**src/rtl/uart_tx_cfg_pkg.sv**
```systemverilog
// Shared types and helpers for the configurable UART transmitter.
package uart_tx_cfg_pkg;

  // Frame FSM states; encoding matches the configurable RX.
  typedef enum logic [2:0] {
    IDLE   = 3'd0,
    START  = 3'd1,
    DATA   = 3'd2,
    PARITY = 3'd3,
    STOP   = 3'd4
  } state_t;

  // Parity-mode codes; 2'b11 is reserved and behaves as none.
  localparam logic [1:0] PAR_NONE = 2'b00;
  localparam logic [1:0] PAR_EVEN = 2'b01;
  localparam logic [1:0] PAR_ODD  = 2'b10;

  // Parity bit from the reduction XOR of the data word.
  function automatic logic parity_bit(input logic [1:0] mode, input logic xr);
    return (mode == PAR_ODD) ? ~xr : xr;
  endfunction

  // Parity is only sent for the even and odd codes.
  function automatic logic parity_on(input logic [1:0] mode);
    return (mode == PAR_EVEN) || (mode == PAR_ODD);
  endfunction

endpackage

```
**src/rtl/uart_tx_cfg.sv**
```systemverilog
// Configurable UART transmitter: start bit, DBIT data bits LSB first,
// optional even/odd parity, one or two stop bits. Bit timing comes from an
// external s_tick, SB_TICK ticks per bit.
//
// Handshake: a word is accepted on a rising clk edge where tx_valid and
// tx_ready are both 1. tx_ready is high only in IDLE and never during reset;
// tx_valid may be held high to send back-to-back frames.
module uart_tx_cfg
  import uart_tx_cfg_pkg::*;
#(
  parameter int DBIT    = 8,
  parameter int SB_TICK = 16
) (
  input  logic            clk,
  input  logic            reset,
  input  logic            s_tick,
  input  logic            tx_valid,
  output logic            tx_ready,
  input  logic [DBIT-1:0] din,
  input  logic [1:0]      parity_mode,
  input  logic            stop2,
  output logic            tx,
  output logic            tx_busy,
  output logic            tx_done_tick,
  output logic [2:0]      dbg_state
);

  // Tick counter is wide enough to count two stop bits in one run.
  localparam int TW = $clog2(2 * SB_TICK);
  localparam int BW = $clog2(DBIT);
  localparam logic [TW-1:0] TICK_LAST  = TW'(SB_TICK - 1);
  localparam logic [TW-1:0] STOP2_LAST = TW'(2 * SB_TICK - 1);
  localparam logic [BW-1:0] BIT_LAST   = BW'(DBIT - 1);

  state_t            state_q, state_d;
  logic [TW-1:0]     tick_q, tick_d;
  logic [BW-1:0]     bit_q, bit_d;
  logic [DBIT-1:0]   sh_q, sh_d;
  logic              par_q, par_d;
  logic              par_en_q, par_en_d;
  logic              stop2_q, stop2_d;
  logic              tx_q, tx_d;
  logic [TW-1:0]     stop_last;

  // State and datapath registers; reset aborts any frame and idles the line.
  always_ff @(posedge clk) begin
    if (reset) begin
      state_q  <= IDLE;
      tick_q   <= '0;
      bit_q    <= '0;
      sh_q     <= '0;
      par_q    <= 1'b0;
      par_en_q <= 1'b0;
      stop2_q  <= 1'b0;
      tx_q     <= 1'b1;
    end else begin
      state_q  <= state_d;
      tick_q   <= tick_d;
      bit_q    <= bit_d;
      sh_q     <= sh_d;
      par_q    <= par_d;
      par_en_q <= par_en_d;
      stop2_q  <= stop2_d;
      tx_q     <= tx_d;
    end
  end

  assign stop_last = stop2_q ? STOP2_LAST : TICK_LAST;

  // Next-state logic; tx_d is the line value for the cycle after this edge.
  always_comb begin
    state_d      = state_q;
    tick_d       = tick_q;
    bit_d        = bit_q;
    sh_d         = sh_q;
    par_d        = par_q;
    par_en_d     = par_en_q;
    stop2_d      = stop2_q;
    tx_d         = tx_q;
    tx_ready     = 1'b0;
    tx_done_tick = 1'b0;
    case (state_q)
      IDLE: begin
        tx_d     = 1'b1;
        tx_ready = !reset;
        if (tx_valid) begin
          state_d  = START;
          tick_d   = '0;
          bit_d    = '0;
          sh_d     = din;
          par_d    = parity_bit(parity_mode, ^din);
          par_en_d = parity_on(parity_mode);
          stop2_d  = stop2;
          tx_d     = 1'b0;
        end
      end
      START: begin
        if (s_tick) begin
          if (tick_q == TICK_LAST) begin
            state_d = DATA;
            tick_d  = '0;
            tx_d    = sh_q[0];
          end else begin
            tick_d = tick_q + 1'b1;
          end
        end
      end
      DATA: begin
        if (s_tick) begin
          if (tick_q == TICK_LAST) begin
            tick_d = '0;
            if (bit_q == BIT_LAST) begin
              if (par_en_q) begin
                state_d = PARITY;
                tx_d    = par_q;
              end else begin
                state_d = STOP;
                tx_d    = 1'b1;
              end
            end else begin
              sh_d  = sh_q >> 1;
              bit_d = bit_q + 1'b1;
              tx_d  = sh_q[1];
            end
          end else begin
            tick_d = tick_q + 1'b1;
          end
        end
      end
      PARITY: begin
        if (s_tick) begin
          if (tick_q == TICK_LAST) begin
            state_d = STOP;
            tick_d  = '0;
            tx_d    = 1'b1;
          end else begin
            tick_d = tick_q + 1'b1;
          end
        end
      end
      STOP: begin
        if (s_tick) begin
          if (tick_q == stop_last) begin
            state_d      = IDLE;
            tick_d       = '0;
            tx_done_tick = !reset;
          end else begin
            tick_d = tick_q + 1'b1;
          end
        end
      end
      default: begin
        state_d = IDLE;
        tx_d    = 1'b1;
      end
    endcase
  end

  assign tx        = tx_q;
  assign tx_busy   = (state_q != IDLE);
  assign dbg_state = state_q;

endmodule
```
**config.mk**
```make
export PLATFORM = sky130hd
export DESIGN_NAME = uart_tx_cfg
export DESIGN_NICKNAME = d
export VERILOG_FILES = /design/src/rtl/uart_tx_cfg_pkg.sv /design/src/rtl/uart_tx_cfg.sv
export SDC_FILE = /design/constraint.sdc
export NUM_CORES = 1
export LEC_CHECK = 0
export CORE_ASPECT_RATIO = 1.5
export CORE_MARGIN = 2
export CORE_UTILIZATION = 34
export CTS_CLUSTER_DIAMETER = 60
export CTS_CLUSTER_SIZE = 25
export DETAILED_ROUTE_END_ITERATION = 10
export PLACE_DENSITY_LB_ADDON = 0.2
export SLEW_MARGIN = 30
export SYNTH_ARGS = -nofsm -noshare
export SYNTH_HDL_FRONTEND = slang
export SYNTH_SLANG_ARGS = --single-unit
```
**constraint.sdc**
```tcl
create_clock -name clk -period 1.8 [get_ports clk]
set_input_delay 0.36 -clock clk [delete_from_list [all_inputs] [get_ports clk]]
set_output_delay 0.36 -clock clk [all_outputs]
set_load 0.1 [all_outputs]
```
# Yosys cells after proc, flatten, opt, wreduce, memory -nomap -nowiden
# Cells that the tools add are included.
# word_totals
word_cells	90
n_memories	0
ram_bits	0
out_inout_bits	7
latch_bits	0
regBits	23
romBits	0
# op_classes
n_lt_le_gt_ge	0
mul	0
bitwise	2
n_div	0
eq_ne	21
shifts	0
n_reduce_logical	13
mux	44
n_addsub	2
# op_table
op	n
$mux W3	15
$mux W8	4
$mux W5	6
$ne A2 B2 Y1 const B	11
$pmux W8 S2	1
$pmux W3 S5	1
$pmux W5 S3	1
$mux W1	14
$reduce_and A10 Y1	1
$reduce_xor A8 Y1	1
$reduce_and A7 Y1	1
$eq A3 B2 Y1 const B	2
$eq A3 B3 Y1 const B	2
$pmux W3 S2	1
$reduce_bool A3 Y1	2
$add A5 B1 Y5 const B	1
$eq A5 B4 Y1 const B	1
$eq A5 B5 Y1	1
$pmux W1 S5	1
$reduce_and A5 Y1	1
$reduce_and A4 Y1	1
$add A3 B1 Y3 const B	1
$eq A3 B1 Y1 const B	1
$logic_not A3 Y1	1
other kinds (9)	10

# Logic depth before layout (Yosys ltp)
# depth
depth_word	5
mapped_depth	10
ltp_nobuf	9

# Worst setup path after synthesis
# Ideal clock, no wire load.
# synth_path
kind	reg-to-output
from	register state_q[2] (netlist: dbg_state[2])
to	output tx_done_tick
arrival_ns	3.748
slack_ns	-2.308
n_path_buf	1
t_required_ns	1.440
stages_incl_launch_ff	4
path_cell_list	dfxtp_1 buf_4 or3b_2 nor3_1
# synth_between
elab_chain_len	2
# synth_rtl
element	line	rtl
start, declared	uart_tx_cfg.sv:35	state_t state_q, state_d;
start signal, assigned	uart_tx_cfg.sv:57	state_q <= state_d;
$eq A3 B3 Y1	uart_tx_cfg.sv:82	case (state_q)
$mux W1	uart_tx_cfg.sv:82	
end, declared	uart_tx_cfg.sv:24	output logic tx_done_tick,
# No other way between the ends.

# Final worst setup path
# layout_path
from	register tick_q[0]
to	output tx_done_tick
# layout_between
elab_chain_len	4
# layout_rtl
element	line	rtl
start, declared	uart_tx_cfg.sv:36	logic [TW-1:0] tick_q, tick_d;
start signal, assigned	uart_tx_cfg.sv:58	tick_q <= tick_d;
$eq A5 B5 Y1	uart_tx_cfg.sv:143	if (tick_q == stop_last) begin
$mux W1	uart_tx_cfg.sv:143	
$mux W1	uart_tx_cfg.sv:142	if (s_tick) begin
$mux W1	uart_tx_cfg.sv:82	
# No other way between the ends.

==> flow_summary.ini <==
[sta]
max_freq_ghz = 0.538
finalHoldViolCount = 0
setup_slack_ns = -0.0602
tightest_slew_ns = 0.335
rsz0062_at_grt = true
drv_slew = 0
fin_crit_sh = 1.03
slew_headroom = 0.776
min_period_ns = 1.86
setup-violations-final = 1
fin_worst_skew_ns = 0.00483

[grt]
track_usage = 0.172
grt_pass1_vias = 1457
antenna_found_initial = 0
grt_pass1_wl_um = 6560
grt_max_degree = 21
overflow = 0

[final_layout]
regArea_um2 = 474
fillerInstances = 362
multi_input_area_um2 = 1060
stdcell_count = 268
layout.nets = 245
antenna_cells = 0
drive_gt1_frac = 0.426
fin_util = 0.578
syn_to_final_growth_pct = 62.2

[floorplanning]
boundaryPins = 22
core_um2 = 3990
die_h_um = 83.2
fp.dieArea_um2 = 4730
die_x_um = 56.8
initial_core_util = 0.356
rows = 28

[run]
maxCapViolCount = 0

[place]
place_inst = 249
place.gp.congestion = 0.796
place_ws_ns = -0.347
port_buffers = 21
hpwl_um = 2680

[power_and_ir_drop]
switching_share = 0.310
power.share.clock = 0.252
p_switching_w = 0.000410
power_frac_seq = 0.428
comb_power_share = 0.320
internal-power_w = 0.000910
peakVddDrop_mv = 0.438
p_leak_nw = 0.944
powerDensity_nw_per_um2 = 572
power_w = 0.00132

[synth]
yosys_register_bits = 23
syn_area_per_cell_um2 = 8.47
synth_cells = 168
netlist-cell-type-count = 44
ys_seq_area_frac = 0.324
syn_area_um2 = 1420
synth_top_area_frac = 0.324
synth_warnings = 0
synth_top_area_cell = dfxtp_1
synth-edff-count = 0
syn_nets = 189
ys.flop_type = dfxtp_1
synthArstFlopShare = 0
synth_area_leaders = dfxtp_1, a311oi_2, nor2_1

[worst_setup_path]
path_max_fanout = 2
crit_type = register to primary output
critPathTopFamily = simple AND/OR/NAND/NOR gates
cp.required_ns = 1.44
critPathSlowestCell = dfxtp_2
critPathBufInv = 2
crit_path_max_incr_delay_ns = 0.36
crit_path_end_kind = primary output
arrival_ns = 1.50
cp-start-kind = register
crit_path_cell_trace = ha_4, nand3_4, buf_6, nor2_4, nand2_2, nor3_4, buf_12

[clock_network]
clk_pin_slew_ns = 0.08
cts.sinks = 23
cts_root_buffer = clkbuf_8
hold_buffers = 0
cts_buffer_depth = 2
cts_tree = built
clk_latency_ns = 0.27
h-tree-depth = 1
numCtsBuffers = 3

[route]
drcViolationCount = 0
ant_nets = 0
drtPass1Iterations = 4
drt-wirelength-per-cell_um = 14.8
vias_per_cell = 5.30
wirelength_um = 3950
drt-initial-drc-count = 62
dr_total_vias = 1420

[status]
status = finished, violations left
violations = setup timing

[worst_hold_path]
min_path_type = register to register
==> area by class of cell <==
type	instances	share of cell area
sequential	23	0.206
tap	45	0.0244
inverter	5	0.00813
multi-input combinational	127	0.460
timing repair buffer	64	0.282
clock buffer	4	0.0195
==> flip-flops by register name (all words and copies together) (netlist names) <==
register and cells:
tick_q 5, par_q 1, dbg_state 3, stop2_q 1, bit_q 3, par_en_q 1, tx 1, sh_q 8
==> power by group through the flow <==
stage | Clock, W | Combinational, W | Sequential [W]
final | 0.000333 | 0.000422 | 0.000565
after floorplan | 0 | 0.000226 | 0.000597
after CTS | 0.000346 | 0.000389 | 0.000569
after detailed placement | 0 | 0.000376 | 0.000580
after global routing | 0.000360 | 0.000451 | 0.000569
after global placement | 0 | 0.000367 | 0.000579
==> placed cells by master, fill, tap and decap left out, types with 2 or more instances in the layout <==
cell type        count
buf_4               37
nand2_1             19
dfxtp_1             18
nor2_1              17
clkdlybuf4s50_1     13
nor2_4               9
buf_12               8
a311oi_2             7
o21ai_0              6
inv_1                5
a21oi_1              5
mux2i_1              5
xnor2_1              4
nand3_1              4
buf_6                4
nand2b_1             3
a211oi_1             3
a31oi_1              3
ha_1                 3
clkbuf_8             3
dfxtp_4              3
xor2_1               2
or3b_4               2
a41oi_1              2
nor2_2               2
ha_4                 2
dfxtp_2              2
==> worst paths after layout <==
kind                     start           end  cells past startpoint  slack, ns
hold reg to reg       bit_q[1]      bit_q[1]                      2       0.48
setup reg to reg  dbg_state[0]      bit_q[0]                      7       0.05
hold / removal        bit_q[1]      bit_q[1]                      2       0.48
setup / recovery     tick_q[0]  tx_done_tick                      7      -0.06
==> worst min-delay path, delay by kind of cell, from the launching register on <==
kind,cells,cell delay (ns)
flops,1,0.32
simple gates,1,0.06
compound gates,1,0.05
==> Yosys cell counts (all sizes together) (5+ instances only) <==
| cell type | count |
|---|---|
| clkbuf | 7 |
| nand3 | 5 |
| buf | 6 |
| o21ai | 6 |
| a311oi | 8 |
| nor2 | 28 |
| dfxtp | 23 |
| inv | 5 |
| xnor2 | 5 |
| a21oi | 6 |
| ha | 6 |
| nand2 | 20 |
| mux2i | 5 |
==> through the flow <==
| step | hold WS (ns) | TNS [ns] | instance area (µm²) |
|---|---|---|---|
| after floorplan | 0.449 | -1.48 | 1560 |
| after detailed placement | 0.465 | -4.53 | 2020 |
| after CTS | 0.479 | -0.113 | 2170 |
| after global placement | 0.458 | -3.35 | 2020 |
| after global routing | 0.510 | -0.215 | 2310 |
| final | 0.476 | -0.0602 | 2310 |
==> layer usage <==
metal / global-route usage / share of wire
met5: 0 / 0
met4: 0.0761 / 0.028
met3: 0.0234 / 0.029
met2: 0.305 / 0.55
met1: 0.201 / 0.40
==> kinds of logic after synthesis <==
group                      count (synthesis)  synth area share
and+or+nand+nor                           69             0.237
AOI/OAI and AO/OA                         39             0.235
DFF                                       23             0.324
buffers and inverters                     18            0.0572
xor gates and xnor gates                   8            0.0589
adders and majority gates                  6            0.0528
muxes                                      5            0.0352
==> what timing repair did <==
action | 4_1_cts | 5_1_grt
pin swaps | 5 | 6
endpoints found under the setup margin | 14 | 21
gates cloned | 0 | 1
buffers inserted | 9 | 5
gates resized for setup | 11 | 14
(Power assumes the default switching activity.)
